### src/rtl/uart_rx_pkg.sv
// Shared types and helpers for the configurable UART receiver.
package uart_rx_pkg;

    typedef enum logic [2:0] {
        ST_IDLE    = 3'd0,
        ST_START   = 3'd1,
        ST_DATA    = 3'd2,
        ST_PARITY  = 3'd3,
        ST_STOP    = 3'd4,
        ST_CLEANUP = 3'd5
    } uart_rx_state_e;

    localparam int PAR_NONE = 0;
    localparam int PAR_EVEN = 1;
    localparam int PAR_ODD  = 2;

    // Counter width for a count range of n, never narrower than one bit.
    function automatic int cnt_width(input int n);
        if (n <= 2) return 1;
        return $clog2(n);
    endfunction

endpackage

### src/rtl/uart_rx_bit_sampler.sv
// Two-flop RX synchroniser plus optional 2-of-3 vote (UART_RX_MAJORITY_VOTE_EN).
module uart_rx_bit_sampler (
    input  logic clk,
    input  logic rst,
    input  logic rx_serial,
    output logic rx_s,
    output logic sample_bit
);

    logic rx_meta_p0;
    logic rx_s_p1;

    // Synchroniser stages: p0 may be metastable, p1 is the clean line
    always_ff @(posedge clk) begin
        if (rst) begin
            rx_meta_p0 <= 1'b1;
            rx_s_p1    <= 1'b1;
        end else begin
            rx_meta_p0 <= rx_serial;
            rx_s_p1    <= rx_meta_p0;
        end
    end

    assign rx_s = rx_s_p1;

`ifdef UART_RX_MAJORITY_VOTE_EN
    logic [1:0] hist_p2;

    // History of the two previous rx_s values; with the live value this spans counts -3..-1
    always_ff @(posedge clk) begin
        if (rst) hist_p2 <= 2'b11;
        else     hist_p2 <= {hist_p2[0], rx_s_p1};
    end

    assign sample_bit = (hist_p2[1] & hist_p2[0]) |
                        (hist_p2[1] & rx_s_p1)    |
                        (hist_p2[0] & rx_s_p1);
`else
    assign sample_bit = rx_s_p1;
`endif

endmodule

### src/rtl/uart_rx_cfg_receiver.sv
// Configurable UART receiver (5..9 data bits, none/even/odd parity, 1-2 stop bits).
// Optional majority-vote sampling via UART_RX_MAJORITY_VOTE_EN.
module uart_rx_cfg_receiver
    import uart_rx_pkg::*;
#(
    parameter int CLKS_PER_BIT = 5208,
    parameter int DATA_BITS    = 8,
    parameter int PARITY_MODE  = 0,
    parameter int STOP_BITS    = 1
) (
    input  logic                 i_Clock,
    input  logic                 i_Reset,
    input  logic                 i_Enable,
    input  logic                 i_Rx_Serial,
    output logic                 o_Rx_DV,
    output logic [DATA_BITS-1:0] o_Rx_Byte,
    output logic                 o_Parity_Err,
    output logic                 o_Frame_Err,
    output logic                 o_Busy
);

    localparam int CNT_W = cnt_width(CLKS_PER_BIT);
    localparam int IDX_W = cnt_width(DATA_BITS);
    localparam logic [CNT_W-1:0] FULL_CNT = CNT_W'(CLKS_PER_BIT - 1);
    localparam logic [CNT_W-1:0] HALF_CNT = CNT_W'((CLKS_PER_BIT - 1) / 2);
    localparam logic [IDX_W-1:0] LAST_IDX = IDX_W'(DATA_BITS - 1);
    localparam logic LAST_STOP   = (STOP_BITS == 2);
    localparam logic PAR_EN      = (PARITY_MODE != PAR_NONE);
    localparam logic PAR_ODD_SEL = (PARITY_MODE == PAR_ODD);

    logic rx_s;
    logic sample_bit;

    uart_rx_bit_sampler u_sampler (
        .clk        (i_Clock),
        .rst        (i_Reset),
        .rx_serial  (i_Rx_Serial),
        .rx_s       (rx_s),
        .sample_bit (sample_bit)
    );

    uart_rx_state_e         state_q, state_nx;
    logic [CNT_W-1:0]       clk_cnt_q, clk_cnt_nx;
    logic [IDX_W-1:0]       bit_idx_q, bit_idx_nx;
    logic                   stop_cnt_q, stop_cnt_nx;
    logic [DATA_BITS-1:0]   data_q, data_nx;
    logic                   par_err_q, par_err_nx;
    logic                   frm_err_q, frm_err_nx;
    logic                   rx_dv_nx;
    logic [DATA_BITS-1:0]   rx_byte_nx;
    logic                   par_out_nx, frm_out_nx;
    logic                   busy_nx;

    always_comb begin
        state_nx    = state_q;
        clk_cnt_nx  = clk_cnt_q;
        bit_idx_nx  = bit_idx_q;
        stop_cnt_nx = stop_cnt_q;
        data_nx     = data_q;
        par_err_nx  = par_err_q;
        frm_err_nx  = frm_err_q;
        rx_dv_nx    = 1'b0;
        rx_byte_nx  = o_Rx_Byte;
        par_out_nx  = o_Parity_Err;
        frm_out_nx  = o_Frame_Err;

        if (!i_Enable) begin
            state_nx    = ST_IDLE;
            clk_cnt_nx  = '0;
            bit_idx_nx  = '0;
            stop_cnt_nx = 1'b0;
            par_err_nx  = 1'b0;
            frm_err_nx  = 1'b0;
        end else begin
            unique case (state_q)
                ST_IDLE: begin
                    clk_cnt_nx  = '0;
                    bit_idx_nx  = '0;
                    stop_cnt_nx = 1'b0;
                    if (!rx_s) state_nx = ST_START;
                end
                ST_START: begin
                    if (clk_cnt_q == HALF_CNT) begin
                        clk_cnt_nx = '0;
                        state_nx   = rx_s ? ST_IDLE : ST_DATA;
                    end else begin
                        clk_cnt_nx = clk_cnt_q + 1'b1;
                    end
                end
                ST_DATA: begin
                    if (clk_cnt_q == FULL_CNT) begin
                        clk_cnt_nx          = '0;
                        data_nx[bit_idx_q]  = sample_bit;
                        if (bit_idx_q == LAST_IDX) begin
                            bit_idx_nx = '0;
                            state_nx   = PAR_EN ? ST_PARITY : ST_STOP;
                        end else begin
                            bit_idx_nx = bit_idx_q + 1'b1;
                        end
                    end else begin
                        clk_cnt_nx = clk_cnt_q + 1'b1;
                    end
                end
                ST_PARITY: begin
                    if (clk_cnt_q == FULL_CNT) begin
                        clk_cnt_nx = '0;
                        if (sample_bit != ((^data_q) ^ PAR_ODD_SEL)) par_err_nx = 1'b1;
                        state_nx = ST_STOP;
                    end else begin
                        clk_cnt_nx = clk_cnt_q + 1'b1;
                    end
                end
                ST_STOP: begin
                    if (clk_cnt_q == FULL_CNT) begin
                        clk_cnt_nx = '0;
                        if (!sample_bit) frm_err_nx = 1'b1;
                        // Outputs load on the last stop sample, including that sample's verdict
                        if (stop_cnt_q == LAST_STOP) begin
                            stop_cnt_nx = 1'b0;
                            rx_dv_nx    = 1'b1;
                            rx_byte_nx  = data_q;
                            par_out_nx  = PAR_EN & par_err_q;
                            frm_out_nx  = frm_err_nx;
                            state_nx    = ST_CLEANUP;
                        end else begin
                            stop_cnt_nx = 1'b1;
                        end
                    end else begin
                        clk_cnt_nx = clk_cnt_q + 1'b1;
                    end
                end
                ST_CLEANUP: begin
                    par_err_nx = 1'b0;
                    frm_err_nx = 1'b0;
                    state_nx   = ST_IDLE;
                end
                default: state_nx = ST_IDLE;
            endcase
        end
    end

    assign busy_nx = (state_nx != ST_IDLE);

    always_ff @(posedge i_Clock) begin
        if (i_Reset) begin
            state_q      <= ST_IDLE;
            clk_cnt_q    <= '0;
            bit_idx_q    <= '0;
            stop_cnt_q   <= 1'b0;
            data_q       <= '0;
            par_err_q    <= 1'b0;
            frm_err_q    <= 1'b0;
            o_Rx_DV      <= 1'b0;
            o_Rx_Byte    <= '0;
            o_Parity_Err <= 1'b0;
            o_Frame_Err  <= 1'b0;
            o_Busy       <= 1'b0;
        end else begin
            state_q      <= state_nx;
            clk_cnt_q    <= clk_cnt_nx;
            bit_idx_q    <= bit_idx_nx;
            stop_cnt_q   <= stop_cnt_nx;
            data_q       <= data_nx;
            par_err_q    <= par_err_nx;
            frm_err_q    <= frm_err_nx;
            o_Rx_DV      <= rx_dv_nx;
            o_Rx_Byte    <= rx_byte_nx;
            o_Parity_Err <= par_out_nx;
            o_Frame_Err  <= frm_out_nx;
            o_Busy       <= busy_nx;
        end
    end

endmodule
### config.mk
export PLATFORM = sky130hd
export DESIGN_NAME = uart_rx_cfg_receiver
export DESIGN_NICKNAME = d
export VERILOG_FILES = /design/src/rtl/uart_rx_pkg.sv /design/src/rtl/uart_rx_bit_sampler.sv /design/src/rtl/uart_rx_cfg_receiver.sv
export SDC_FILE = /design/constraint.sdc
export NUM_CORES = 1
export LEC_CHECK = 0
export BUFFER_PORTS_ARGS = -buffer_cell sky130_fd_sc_hd__buf_2
export CAP_MARGIN = 25
export CORE_MARGIN = 5
export CORE_UTILIZATION = 40
export CTS_CLUSTER_SIZE = 20
export DETAILED_ROUTE_END_ITERATION = 10
export PLACE_DENSITY = 0.62
export SETUP_SLACK_MARGIN = 0.1
export SLEW_MARGIN = 10
export SYNTH_ARGS = -nofsm -noshare
export SYNTH_HDL_FRONTEND = slang
export SYNTH_SLANG_ARGS = --single-unit
### constraint.sdc
create_clock -name i_Clock -period 3.6 [get_ports i_Clock]
set_input_delay 0.18 -clock i_Clock [delete_from_list [all_inputs] [get_ports i_Clock]]
set_output_delay 0.18 -clock i_Clock [all_outputs]
set_load 0.01 [all_outputs]
==> impl_metrics.tcl <==
set metrics [dict create \
    status "completed" \
    start_kind "flip-flop" \
    syn-num-nets 232 \
    synth_warnings 0 \
    post_cts_buffers 0 \
    worstPathRequired_ns 3.78 \
    core_area_um2 5010 \
    drive_gt1_frac 0.1441 \
    cap_violations 0 \
    period_needed_ns 2.642 \
    postSynthCellCount 225 \
    cts_tree "done" \
    dieHeight_um 81.32 \
    clock_latency_ns 0.30 \
    post_drt_wl_per_cell_um 12.92 \
    routed_via_density 5.088 \
    nets 242 \
    io_buffers 14 \
    drcViolationCount 0 \
    antenna_found_initial 0 \
    post-route-period-util 0.7340 \
    post_cts_resized 0 \
    ios 16 \
    num_antenna_cells 0 \
    yosys.area_share.simple 0.3081 \
    fin_ws_ns 0.9575 \
    drtAntennaViolNets 0 \
    cp_max_fo 10 \
    clock-sinks 42 \
    post_synth.cell_area_avg_um2 9.042 \
    core.rowCount 26 \
    grt_max_degree 23 \
    die_area_um2 6612 \
    fillers 515 \
    synth_area_um2 2034 \
    final_cell_mix "dfxtp_1, nor2_1, mux2i_1, buf_2" \
    p_leak_nw 0.8212 \
    die_x_um 81.32 \
    start_util 0.4061 \
    crit_path_end_kind "flip-flop" \
    path_clk_slew_ns 0.09 \
    timing.setup.tns_ns 0 \
    hp-class "input port to flip-flop" \
    post-dp-hpwl_um 2754 \
    setup_viol_count_final 0 \
    synthAdderAreaFrac 0.01845 \
    final_area_um2 2231 \
    clock-root-buffer "clkbuf_8" \
    finalWeightedCongestion 0.8036 \
    vias 1557 \
    grt_pass1_wl_um 6741 \
    seq_area_frac_synth 0.4133 \
    htree_num_levels 2 \
    slew_viol_final 0 \
    fin_util 0.4453 \
    pre_cts_ws_ns 0.9207 \
    fmaxAchievable_ghz 0.3784 \
    hold_viol 0 \
    crit_arrival_ns 2.82 \
    grtUsageTotal 0.1298 \
    clockBufferDepth 2 \
    first_iter_violations 88 \
    relSlewSlack 0.4354 \
    clock_skew_ns 0.008127 \
    irDropWorstVdd_mv 0.2100 \
    synth.distinct_cells 52 \
    async_flop_share 0 \
    area_growth_pct 9.656 \
    synthXorXnorAreaFrac 0.04305 \
    place_area_um2 2137 \
    cts_hold_buf 0 \
    grt_pass1_vias 1369 \
    rsz0062_at_grt "no" \
    cts_buffers 5 \
    synth_compound_gate_area_share 0.07749 \
    ys_seq_elements 42 \
    p_per_area_nw_per_um2 360.0 \
    grt-ovfl-total 0 \
    ys.flop_type "dfxtp_1" \
    path_class "flip-flop to flip-flop" \
    drt-total-wl_um 3953 \
    synth_edf_count 0 \
    first_pass_iters 4 \
    final_common_cell "dfxtp_1" \
    synth.area.mux_share 0.08856 \
    max_slew.worst_pin.slew_ns 0.8405 \
    synth_top_family_by_area "simple AND/OR/NAND/NOR gates" \
]
[area by class of cell]
type / instances / area, um^2 / share of cell area
Multi-Input combinational cell: 162 / 1094 / 0.4902
Inverter: 8 / 30.03 / 0.01346
Tap cell: 70 / 87.58 / 0.03926
Clock inverter: 3 / 25.02 / 0.01122
Timing Repair Buffer: 16 / 85.08 / 0.03814
Sequential cell: 42 / 840.8 / 0.3769
Clock buffer: 5 / 68.82 / 0.03085
[cells by family (layout without fill, tap and decap cells)]
| group | Yosys count | after routing |
|---|---|---|
| flip-flops | 42 | 42 |
| AND/OR/NAND/NOR | 109 | 109 |
| XOR/XNOR | 10 | 10 |
| buffers and inverters | 21 | 32 |
| multiplexers | 18 | 18 |
| other | 1 | 1 |
| adder cells (fa/ha/maj) | 3 | 3 |
| AO/OA/AOI/OAI | 21 | 21 |
[final timing paths]
path	to	from	slack [ns]	cells after the start
hold / removal	u_sampler.rx_meta_p0	i_Rx_Serial	0.05	2
setup reg to reg	o_Rx_Byte[7]	clk_cnt_q[0]	0.96	6
setup / recovery	o_Rx_Byte[7]	clk_cnt_q[0]	0.96	6
hold reg to reg	u_sampler.rx_s	u_sampler.rx_meta_p0	0.41	1
[cells in the mapped netlist, drive strengths merged, types with 3 or more instances]
| library cell | number | area, um^2 |
|---|---|---|
| xnor2 | 4 | 35.03 |
| xor2 | 6 | 52.55 |
| buf | 8 | 51.30 |
| o21ai | 3 | 15.01 |
| nand2 | 5 | 18.77 |
| nand3 | 7 | 35.03 |
| clkbuf | 5 | 18.77 |
| nor2b | 6 | 37.54 |
| and4 | 4 | 35.03 |
| and3 | 5 | 31.28 |
| mux2i | 18 | 180.2 |
| inv | 8 | 30.03 |
| a21oi | 7 | 35.03 |
| nand4 | 7 | 43.79 |
| dfxtp | 42 | 840.8 |
| nor2 | 41 | 156.4 |
| nand2b | 5 | 31.28 |
| nor4b | 3 | 26.28 |
| nor3 | 8 | 40.04 |
| ha | 3 | 37.54 |
[routing by layer]
metal	vias to the layer above	GRT usage	part of all wire
met1	718	0.2059	0.56
met5	-	0	0
li1	811	-	-
met3	4	0.02661	0.030
met2	24	0.1694	0.40
met4	0	0.04054	0.011
[through the flow]
stage	std cells	hold slack [ns]	power, mW
after detailed placement	298	0.3648	0.4949
after global placement	298	0.3631	0.4950
after CTS	306	0.04761	0.8142
after global routing	306	0.06136	0.8371
after floorplan	225	0.2838	0.4908
final	306	0.05481	0.8031
[registers in the layout (all words and copies together), names as in the netlist]
name / cells
clk_cnt_q: 13
data_q: 8
o_Rx_Byte: 8
bit_idx_q: 3
state_q: 3
frm_err_q: 1
o_Busy: 1
o_Frame_Err: 1
o_Rx_DV: 1
stop_cnt_q: 1
u_sampler.rx_meta_p0: 1
u_sampler.rx_s: 1
[power breakdown]
| group | internal, mW | total, mW | switching, mW | leakage, nW |
|---|---|---|---|---|
| clock network | 0.140 | 0.319 | 0.179 | 0.0447 |
| logic | 0.00523 | 0.0153 | 0.0101 | 0.438 |
| registers | 0.466 | 0.469 | 0.00301 | 0.339 |
[worst max-delay path, cell delays in order (launching register included)]
cell	delay, ns
dfxtp_1	0.37
ha_1	0.27
or3b_1	0.36
or4_4	0.55
nor4_4	0.66
mux2i_1	0.26
nor2_1	0.05
Note: power is estimated with default switching activity, not from simulation.
